--- config.mk ---
export PLATFORM = sky130hd
export DESIGN_NAME = execute_stage
export DESIGN_NICKNAME = d
export VERILOG_FILES = /design/src/rtl/exec_pkg.sv /design/src/rtl/execute_stage_iter_multiplier.sv /design/src/rtl/execute_stage.sv
export SDC_FILE = /design/constraint.sdc
export NUM_CORES = 1
export LEC_CHECK = 0
export BUFFER_PORTS_ARGS = -buffer_cell sky130_fd_sc_hd__buf_2
export CAP_MARGIN = 20
export CORE_UTILIZATION = 43
export CTS_CLUSTER_DIAMETER = 150
export DETAILED_ROUTE_END_ITERATION = 8
export PLACE_DENSITY = 0.6
export SLEW_MARGIN = 40
export SYNTH_ARGS = -nofsm -noshare
export SYNTH_HDL_FRONTEND = slang
export SYNTH_SLANG_ARGS = --single-unit
--- constraint.sdc ---
create_clock -name clk -period 19.3 [get_ports clk]
set_input_delay 2.895 -clock clk [delete_from_list [all_inputs] [get_ports clk]]
set_output_delay 2.895 -clock clk [all_outputs]
set_load 0.005 [all_outputs]
--- src/rtl/exec_pkg.sv ---
// rtl/exec_pkg.sv - shared constants and forwarding helper for the execute stage
package exec_pkg;

    localparam int NCS_DEFAULT        = 16;
    localparam int MUL_CYCLES_DEFAULT = 16;

    // Control bundle bit map
    localparam int CTRL_ALU_OP_LSB = 0;
    localparam int CTRL_ALU_OP_MSB = 3;
    localparam int CTRL_SRC2_IMM   = 4;
    localparam int CTRL_WB_EN      = 5;
    localparam int CTRL_FLAGS_EN   = 8;

    // CCR bit positions: flags are {C,N,Z}
    localparam int FLAG_Z = 0;
    localparam int FLAG_N = 1;
    localparam int FLAG_C = 2;

    // ALU operation codes
    localparam logic [3:0] ALU_NOP  = 4'd0;
    localparam logic [3:0] ALU_MOV  = 4'd1;
    localparam logic [3:0] ALU_ADD  = 4'd2;
    localparam logic [3:0] ALU_SUB  = 4'd3;
    localparam logic [3:0] ALU_AND  = 4'd4;
    localparam logic [3:0] ALU_OR   = 4'd5;
    localparam logic [3:0] ALU_NOT  = 4'd6;
    localparam logic [3:0] ALU_INC  = 4'd7;
    localparam logic [3:0] ALU_DEC  = 4'd8;
    localparam logic [3:0] ALU_SHL  = 4'd9;
    localparam logic [3:0] ALU_SHR  = 4'd10;
    localparam logic [3:0] ALU_MUL  = 4'd11;
    localparam logic [3:0] ALU_SETC = 4'd12;
    localparam logic [3:0] ALU_CLRC = 4'd13;

    // Operand forwarding: the younger EM result beats the older MW result,
    // and either beats the value read from the register file in decode.
    function automatic logic [15:0] fwd_value(
        input logic [3:0]  num,
        input logic [15:0] decode_val,
        input logic        em_wb_en,
        input logic [3:0]  em_dst,
        input logic [15:0] em_val,
        input logic        mw_wb_en,
        input logic [3:0]  mw_dst,
        input logic [15:0] mw_val
    );
        if (em_wb_en && (em_dst == num)) begin
            return em_val;
        end else if (mw_wb_en && (mw_dst == num)) begin
            return mw_val;
        end
        return decode_val;
    endfunction

endpackage

--- src/rtl/execute_stage_iter_multiplier.sv ---
// rtl/execute_stage_iter_multiplier.sv - iterative shift-add multiplier with IDLE/BUSY/DONE FSM
//
// Ports:
//   clk, reset   clock, synchronous active-low reset
//   start_i      request a multiply (sampled in IDLE only)
//   a_i, b_i     operands, latched when the multiply starts
//   busy_o       high in the starting IDLE cycle and every BUSY cycle
//   done_o       high for the single DONE cycle
//   product_o    low WIDTH bits of a*b, valid while done_o
module iter_multiplier
    import exec_pkg::*;
#(
    parameter int WIDTH  = 16,
    parameter int CYCLES = MUL_CYCLES_DEFAULT
) (
    input  logic             clk,
    input  logic             reset,
    input  logic             start_i,
    input  logic [WIDTH-1:0] a_i,
    input  logic [WIDTH-1:0] b_i,
    output logic             busy_o,
    output logic             done_o,
    output logic [WIDTH-1:0] product_o
);

    localparam logic [1:0] ST_IDLE = 2'd0;
    localparam logic [1:0] ST_BUSY = 2'd1;
    localparam logic [1:0] ST_DONE = 2'd2;

    localparam int CNT_W = (CYCLES > 1) ? $clog2(CYCLES) : 1;

    logic [1:0]       state_q, state_d;
    logic [CNT_W-1:0] cnt_q, cnt_d;
    logic [WIDTH-1:0] mcand_q, mcand_d;
    logic [WIDTH-1:0] mplier_q, mplier_d;
    logic [WIDTH-1:0] acc_q, acc_d;

    // Only the low WIDTH product bits are kept, so the multiplicand may
    // shift its upper bits out without affecting the result.
    always_comb begin
        state_d  = state_q;
        cnt_d    = cnt_q;
        mcand_d  = mcand_q;
        mplier_d = mplier_q;
        acc_d    = acc_q;
        case (state_q)
            ST_IDLE: begin
                if (start_i) begin
                    mcand_d  = a_i;
                    mplier_d = b_i;
                    acc_d    = '0;
                    cnt_d    = '0;
                    state_d  = ST_BUSY;
                end
            end
            ST_BUSY: begin
                if (mplier_q[0]) begin
                    acc_d = acc_q + mcand_q;
                end
                mcand_d  = mcand_q << 1;
                mplier_d = mplier_q >> 1;
                cnt_d    = cnt_q + CNT_W'(1);
                if (cnt_q == CNT_W'(CYCLES - 1)) begin
                    state_d = ST_DONE;
                end
            end
            // The upstream register advances on this edge, so go straight
            // back to IDLE instead of re-sampling the same start request.
            ST_DONE: state_d = ST_IDLE;
            default: state_d = ST_IDLE;
        endcase
    end

    always_ff @(posedge clk) begin
        if (!reset) begin
            state_q  <= ST_IDLE;
            cnt_q    <= '0;
            mcand_q  <= '0;
            mplier_q <= '0;
            acc_q    <= '0;
        end else begin
            state_q  <= state_d;
            cnt_q    <= cnt_d;
            mcand_q  <= mcand_d;
            mplier_q <= mplier_d;
            acc_q    <= acc_d;
        end
    end

    assign busy_o    = ((state_q == ST_IDLE) && start_i) || (state_q == ST_BUSY);
    assign done_o    = (state_q == ST_DONE);
    assign product_o = acc_q;

endmodule

--- src/rtl/execute_stage.sv ---
// rtl/execute_stage.sv - EX stage: operand forwarding, 16-bit ALU, CCR and multiply stall control
//
// Ports:
//   clk, reset                 clock, synchronous active-low reset
//   ctrl_i                     control bundle from DE register
//   dst_num_i / dst_val_i      destination number and store data
//   src1_num_i / src1_val_i    source-1 number (3 bits) and decode value
//   src2_num_i / src2_val_i    source-2 number and decode value
//   imm_i                      immediate field
//   em_* / mw_*                write-back info from the EM and MW stages
//   result_o                   ALU or multiplier result
//   store_val_o                forwarded dst value for stores
//   flags_o                    CCR {C,N,Z}
//   ctrl_o                     control to EM register, zero while stalled
//   dst_num_o                  dst_num_i passed through
//   stall_o                    freeze PC, FD and DE registers
module execute_stage
    import exec_pkg::*;
#(
    parameter int NUMBER_CONTROL_SIGNALS = NCS_DEFAULT,
    parameter int MUL_CYCLES             = MUL_CYCLES_DEFAULT
) (
    input  logic                              clk,
    input  logic                              reset,
    input  logic [NUMBER_CONTROL_SIGNALS-1:0] ctrl_i,
    input  logic [3:0]                        dst_num_i,
    input  logic [15:0]                       dst_val_i,
    input  logic [2:0]                        src1_num_i,
    input  logic [15:0]                       src1_val_i,
    input  logic [3:0]                        src2_num_i,
    input  logic [15:0]                       src2_val_i,
    input  logic [15:0]                       imm_i,
    input  logic                              em_wb_en_i,
    input  logic [3:0]                        em_dst_i,
    input  logic [15:0]                       em_val_i,
    input  logic                              mw_wb_en_i,
    input  logic [3:0]                        mw_dst_i,
    input  logic [15:0]                       mw_val_i,
    output logic [15:0]                       result_o,
    output logic [15:0]                       store_val_o,
    output logic [2:0]                        flags_o,
    output logic [NUMBER_CONTROL_SIGNALS-1:0] ctrl_o,
    output logic [3:0]                        dst_num_o,
    output logic                              stall_o
);

    logic [3:0]  alu_op;
    logic        src2_imm;
    logic        flags_en;
    logic [15:0] op1, op2, src2_fwd;
    logic [15:0] alu_result;
    logic        c_next;
    logic        zn_upd;
    logic [16:0] sum17;
    logic [31:0] wide;
    logic [3:0]  sh;
    logic [2:0]  ccr_q, ccr_d;
    logic        mul_busy, mul_done;
    logic [15:0] mul_product;

    assign alu_op   = ctrl_i[CTRL_ALU_OP_MSB:CTRL_ALU_OP_LSB];
    assign src2_imm = ctrl_i[CTRL_SRC2_IMM];
    assign flags_en = ctrl_i[CTRL_FLAGS_EN];

    // src1 has only 3 bits, so it can never match r8-r15 on the EM/MW buses.
    assign op1 = fwd_value({1'b0, src1_num_i}, src1_val_i, em_wb_en_i, em_dst_i, em_val_i,
                           mw_wb_en_i, mw_dst_i, mw_val_i);
    assign src2_fwd = fwd_value(src2_num_i, src2_val_i, em_wb_en_i, em_dst_i, em_val_i,
                                mw_wb_en_i, mw_dst_i, mw_val_i);
    assign store_val_o = fwd_value(dst_num_i, dst_val_i, em_wb_en_i, em_dst_i, em_val_i,
                                   mw_wb_en_i, mw_dst_i, mw_val_i);
    assign op2 = src2_imm ? imm_i : src2_fwd;
    assign sh  = op2[3:0];

    iter_multiplier #(
        .WIDTH  (16),
        .CYCLES (MUL_CYCLES)
    ) u_mul (
        .clk       (clk),
        .reset     (reset),
        .start_i   (alu_op == ALU_MUL),
        .a_i       (op1),
        .b_i       (op2),
        .busy_o    (mul_busy),
        .done_o    (mul_done),
        .product_o (mul_product)
    );

    assign stall_o = mul_busy;

    always_comb begin
        alu_result = 16'h0000;
        c_next     = ccr_q[FLAG_C];
        zn_upd     = 1'b0;
        sum17      = 17'h0;
        wide       = 32'h0;
        case (alu_op)
            ALU_MOV: alu_result = op2;
            ALU_ADD: begin
                sum17      = {1'b0, op1} + {1'b0, op2};
                alu_result = sum17[15:0];
                c_next     = sum17[16];
                zn_upd     = 1'b1;
            end
            ALU_SUB: begin
                // Bit 16 of the 17-bit difference is the borrow.
                sum17      = {1'b0, op1} - {1'b0, op2};
                alu_result = sum17[15:0];
                c_next     = sum17[16];
                zn_upd     = 1'b1;
            end
            ALU_AND: begin
                alu_result = op1 & op2;
                zn_upd     = 1'b1;
            end
            ALU_OR: begin
                alu_result = op1 | op2;
                zn_upd     = 1'b1;
            end
            ALU_NOT: begin
                alu_result = ~op1;
                zn_upd     = 1'b1;
            end
            ALU_INC: begin
                sum17      = {1'b0, op1} + 17'd1;
                alu_result = sum17[15:0];
                c_next     = sum17[16];
                zn_upd     = 1'b1;
            end
            ALU_DEC: begin
                sum17      = {1'b0, op1} - 17'd1;
                alu_result = sum17[15:0];
                c_next     = sum17[16];
                zn_upd     = 1'b1;
            end
            ALU_SHL: begin
                // Bit 16 of the widened shift is the last bit pushed out.
                wide       = {16'h0000, op1} << sh;
                alu_result = wide[15:0];
                if (sh != 4'd0) begin
                    c_next = wide[16];
                end
                zn_upd     = 1'b1;
            end
            ALU_SHR: begin
                wide       = {op1, 16'h0000} >> sh;
                alu_result = wide[31:16];
                if (sh != 4'd0) begin
                    c_next = wide[15];
                end
                zn_upd     = 1'b1;
            end
            ALU_MUL: begin
                alu_result = mul_done ? mul_product : 16'h0000;
                zn_upd     = 1'b1;
            end
            ALU_SETC: c_next = 1'b1;
            ALU_CLRC: c_next = 1'b0;
            default: ;
        endcase
    end

    always_comb begin
        ccr_d = ccr_q;
        if (flags_en && !stall_o) begin
            ccr_d[FLAG_C] = c_next;
            if (zn_upd) begin
                ccr_d[FLAG_Z] = (alu_result == 16'h0000);
                ccr_d[FLAG_N] = alu_result[15];
            end
        end
    end

    always_ff @(posedge clk) begin
        if (!reset) begin
            ccr_q <= 3'b000;
        end else begin
            ccr_q <= ccr_d;
        end
    end

    assign result_o  = alu_result;
    assign flags_o   = ccr_q;
    assign ctrl_o    = stall_o ? '0 : ctrl_i;
    assign dst_num_o = dst_num_i;

endmodule
* Yosys cells after proc, flatten, opt, wreduce, memory -nomap -nowiden
Cells that the tools add are included.
Storage, ports and cells: register bits after elaboration 57, bits of input ports 135, output and inout bits 56, word-level logic and storage cells 101
Cells by class: add/subtract/negate cells 6, equality and inequality tests 27, shifts and indexed selects 2, muxes and demuxes 35, bitwise gates (word level) 3, reduce and logical (&&, ||, !) cells 21
Operator list (number):
- 2-to-1 mux 16 bit | 16
- case mux 16 bit (11 select lines) | 1
- case mux 16 bit (2 select lines) | 3
- right shift 32 x 4 -> 32 bit | 1
- equality test 4 bit (second input constant) | 7
- adder 16 x 1 -> 17 bit (second input constant) | 1
- adder 16 x 16 -> 17 bit | 1
- left shift 16 x 4 -> 17 bit | 1
- subtractor 16 x 1 -> 17 bit (second input constant) | 1
- subtractor 16 x 16 -> 17 bit | 1
- adder 16 bit | 1
- bitwise AND 16 bit | 1
- equality test 4 x 3 -> 1 bit (second input constant) | 4
- equality test 4 bit | 4
- zero test 16 bit | 1
- inverter 16 bit | 1
- bitwise OR 16 bit | 1
- OR reduction 10 bit | 1
- 2-to-1 mux 1 bit | 9
- equality test 4 x 2 -> 1 bit (second input constant) | 2
- equality test 4 x 3 -> 1 bit | 2
- logical AND 1 bit | 8
- case mux 1 bit (8 select lines) | 1
- case mux 4 bit (2 select lines) | 1
- 18 further kinds | 24

* Logic depth before layout (Yosys ltp)
depth after elaboration 9, mapped depth 27, gate-level depth less buffers 21

* Hierarchy
A second synthesis with hierarchy kept.
Unflattened totals: cells, all modules 1536, area, all modules 10649.0 µm²
Modules (own cells, without submodules):
- execute_stage | instances 1, cells each 1154, area each 7619.8 µm²
- iter_multiplier | instances 1, cells each 382, area each 3029.2 µm²

* Least setup slack after synthesis
OpenSTA, ideal clock, no wires.
kind input to output, start point in src2_num_i[1], end point out result_o[10], arrival time 7643 ps, setup slack 8762 ps, stages on the path 25, cells stage by stage xnor2_1 -> and2_1 -> buf_1 -> nand3_1 -> a311oi_1 -> buf_2 -> nor2_1 -> inv_1 -> buf_2 -> buf_1 -> buf_1 -> ha_1 -> inv_1 -> ha_1 -> o21ai_0 -> nand2b_1 -> a21oi_1 -> nor2_1 -> o31ai_1 -> inv_1 -> a31oi_1 -> o221a_2 -> nor2_1 -> o41ai_1 -> inv_1
Between the ends: word-level cells in the longest chain between the ends 8, elaborated cells on any way between the ends 16, classes of those cells 2 x add/sub; 2 x eq/ne; 2 x shift; 6 x mux; 2 x bitwise; 2 x reduce/logical
RTL lines:
- start: declaration | line execute_stage.sv:30 | input logic [3:0] src2_num_i,
- equality test 4 bit | line exec_pkg.sv:49 | end else if (mw_wb_en && (mw_dst == num)) begin
- logical AND 1 bit | line exec_pkg.sv:49
- 2-to-1 mux 1 bit | line exec_pkg.sv:49
- 2-to-1 mux 1 bit | line exec_pkg.sv:47 | if (em_wb_en && (em_dst == num)) begin
- 2-to-1 mux 16 bit (*) | line exec_pkg.sv:52 | return decode_val;
- 2-to-1 mux 16 bit (*) | line execute_stage.sv:72 | assign op2 = src2_imm ? imm_i : src2_fwd;
- subtractor 16 x 16 -> 17 bit, or another cell as far along | line execute_stage.sv:107 | sum17 = {1'b0, op1} - {1'b0, op2};
- case mux 16 bit (11 select lines) (*) | line execute_stage.sv:97 | case (alu_op)
- end: declaration | line execute_stage.sv:39 | output logic [15:0] result_o,
Every way passes the cells marked *; elsewhere a longest branch is shown, timed or not.

* Worst setup path after layout
start point in mw_dst_i[0], end point out result_o[10]
Between the ends: word-level cells in the longest chain between the ends 8, elaborated cells on any way between the ends 21, classes of those cells 4 x add/sub; 2 x eq/ne; 2 x shift; 8 x mux; 3 x bitwise; 2 x reduce/logical
RTL lines:
- start: declaration | line execute_stage.sv:37 | input logic [3:0] mw_dst_i,
- equality test 4 bit | line exec_pkg.sv:49
- logical AND 1 bit | line exec_pkg.sv:49
- 2-to-1 mux 1 bit | line exec_pkg.sv:49
- 2-to-1 mux 1 bit | line exec_pkg.sv:47
- 2-to-1 mux 16 bit | line exec_pkg.sv:52
- 2-to-1 mux 16 bit | line execute_stage.sv:72
- subtractor 16 x 16 -> 17 bit, or another cell as far along | line execute_stage.sv:107
- case mux 16 bit (11 select lines) (*) | line execute_stage.sv:97
Marks and branches as above.

==> results.toml <==
[status]
outcome = "complete, no violations"

[floorplan]
io_pins = 191
row_count = 55
fp.dieW_microns = 156
dieArea_sq_um = 24200
core_area_sq_um = 22900
die_y_microns = 156
start_util_pct = 44.3

[yosys]
synth-seq-cells = 57
synth_edf_count = 0
syn_inst = 1496
ys.flop_type = "dfxtp_1"
yosysWarnings = 0
synth_nets = 1689
ys_types = 93
ys_async_sr_fraction_pct = 0
syn-cell-area_sq_um = 10100
synth_area_per_cell_sq_um = 6.78
ys_seq_area_share_pct = 11.2

[setup_path]
critPathCaptureType = "primary output"
path_max_fanout = 13
path_class = "in -> out"
r2r-start = "u_mul.state_q[0]"
r2r_cells = 12
cp.arrival_ns = 8.28
crit_end = "result_o[10]"
regToRegEndpoint = "flags_o[0]"
startpoint = "mw_dst_i[0]"
worstPathRequired_ns = 16.41
ff2ff_setup_slack_ns = 14.71
start_kind = "input pin"

[timing]
min_period_ns = 11.17
layout_setup_ws_ns = 8.13
whs_ns = 0.471
fin_crit_sh_pct = 57.9
hold_viol_final = 0
setup_viol = 0
fin_worst_skew_ns = 0.00327
clock.fmax_mhz = 89.5
tightest_slew_ns = 0.915
rsz0062_at_grt = "no"
slew_headroom_pct = 38.4
report.final.slew_viol_count = 0
fin_tns_setup_ns = 0

[final_layout]
layout.cells.most_common_list = "buf_2, nand2_1, o21ai_0, nor2_1, a21oi_1"
syn_to_final_growth_pct = 14.5
final_common_cell = "buf_2"
fin_area_sq_um = 11600
layout.nets = 1807
layout-drive-gt1-share_pct = 18.5

[global_route]
grt_overflow = 0
gr-usage-all-layers_pct = 40.7
grt_pass1_vias = 11900
grt_pass1_wl_microns = 74300
antenna_found_initial = 1
grt_max_degree = 63

[place]
dp_slack_ns = 8.05
placed_cell_area_sq_um = 11300
dp_hpwl_microns = 38700
place.gp.congestion = 1.01
numPortBuffers = 190

[clock_tree]
hold_buffers = 0
clkTransAtPathRegs_ns = 0.05
cts_tree = "yes"
root_buffer = "clkbuf_16"
cts_buffer_depth = 2
clk_latency_ns = 0.33
htree_num_levels = 3
clock-sinks = 57
cts-resized-gates = 0
cts_setup_buffers = 0
cts_buffers = 9

[route]
ant_nets = 0
dr.pass1.iters = 6
vias = 13000
vias_per_cell = 6.71
drc = 0
wl_per_cell_microns = 25.9
drt-total-wl_microns = 50100
first_iter_violations = 1945

[run]
drv_cap = 0

[min_path]
hold_class = "reg -> reg"
min-delay-start = "u_mul.cnt_q[3]"

[pwr]
power.leakage_nw = 4.67
power.density_nw_per_um2 = 52.9
ir_worst_vdd_mv = 0.0468
==> sequential cells by signal, summed over array words and instances (netlist names) <==
signal           flops
u_mul.cnt_q          4
u_mul.state_q        2
u_mul.product_o     16
u_mul.mplier_q      16
u_mul.mcand_q       16
flags_o              3
==> critical path: stages <==
cell and delay (ns):
buf_2 0.13, xor2_1 0.24, or4_1 0.82, mux2i_1 0.26, o21a_1 0.25, inv_1 0.22, ha_1 0.34, fa_1 0.48
nand2b_1 0.09, o21ai_0 0.15, a21o_1 0.26, o22ai_1 0.19, a31oi_1 0.21, or2_2 0.31, a31o_2 0.28, a221oi_1 0.31
nor2_1 0.09, o41ai_1 0.53, inv_1 0.08, buf_2 0.14
==> power breakdown <==
group / leakage [nW] / internal (mW) / switching, mW
Clock: 0.148 / 0.106 / 0.0538
Sequential: 0.461 / 0.120 / 0.00166
Combinational: 4.06 / 0.112 / 0.222
Total: 4.67 / 0.337 / 0.278
==> per-stage QoR <==
stage | total power, mW | std cells | util (%)
final | 0.615 | 1932 | 50.7
after global routing | 0.643 | 1931 | 50.7
after detailed placement | 0.441 | 1915 | 49.3
after global placement | 0.442 | 1915 | 49.3
after CTS | 0.602 | 1930 | 50.6
after floorplan | 0.324 | 1496 | -
==> cells in the mapped netlist (11+ instances only) <==
master	number	area, sq um
nand3_1	52	260
o22ai_1	11	68.8
a21o_1	13	97.6
and2_1	26	163
dfxtp_1	57	1140
o21bai_1	13	97.6
nand4_1	15	93.8
a21oi_1	95	475
a31oi_1	23	144
and3_1	14	87.6
o31ai_1	14	105
a22o_1	28	245
a211oi_1	30	225
nor2_1	119	447
o21ai_0	125	626
clkbuf_1	93	349
a311oi_1	11	96.3
xnor2_1	50	438
nor2b_1	25	156
ha_1	56	701
xor2_1	15	131
nand2_1	168	631
inv_1	47	176
nor4_1	11	68.8
a22oi_1	14	105
nor3_1	53	265
mux2i_1	55	551
o211ai_1	17	128
buf_2	12	60.1
a221oi_1	23	201
==> cell type report <==
type	count	area, sq um
clock inverters	3	40.0
fillers	2351	11300
diodes	1	2.50
repair buffers	227	1230
clock buffers	12	256
flip-flops and latches	57	1140
inverters	58	220
multi-input cells	1261	8340
well taps	313	392
==> cells by family (layout without fill, tap and decap cells) <==
| kind of cell | Yosys count | count (layout) | share of synthesized area, % |
|---|---|---|---|
| muxes | 63 | 63 | 6.31 |
| DFF | 57 | 57 | 11.2 |
| buffers and inverters | 178 | 300 | 7.05 |
| AOI/OAI and AO/OA | 535 | 535 | 36.5 |
| xor gates and xnor gates | 66 | 66 | 5.77 |
| adders and majority gates | 60 | 60 | 7.50 |
| and+or+nand+nor | 537 | 537 | 25.6 |
| other | 0 | 1 | 0 |
==> routing by layer <==
layer	share of wire, %	vias up	GRT usage [%]
met5	0	-	0
met4	3.9	0	14.8
met3	12	140	9.50
met2	41	855	60.2
met1	43	6131	57.1
li1	-	5835	-
==> worst min-delay path by stage <==
stage / endpoint / depth (start not counted) / slack [ns]
after global routing: u_mul.state_q[1] / 2 / 0.49
after detailed placement: u_mul.state_q[1] / 2 / 0.47
after global placement: flags_o[0] / 2 / 0.46
after floorplan: u_mul.state_q[1] / 2 / 0.45
after CTS: u_mul.state_q[1] / 2 / 0.47
final: u_mul.state_q[1] / 2 / 0.47
Note: power is estimated with default switching activity, not from simulation.
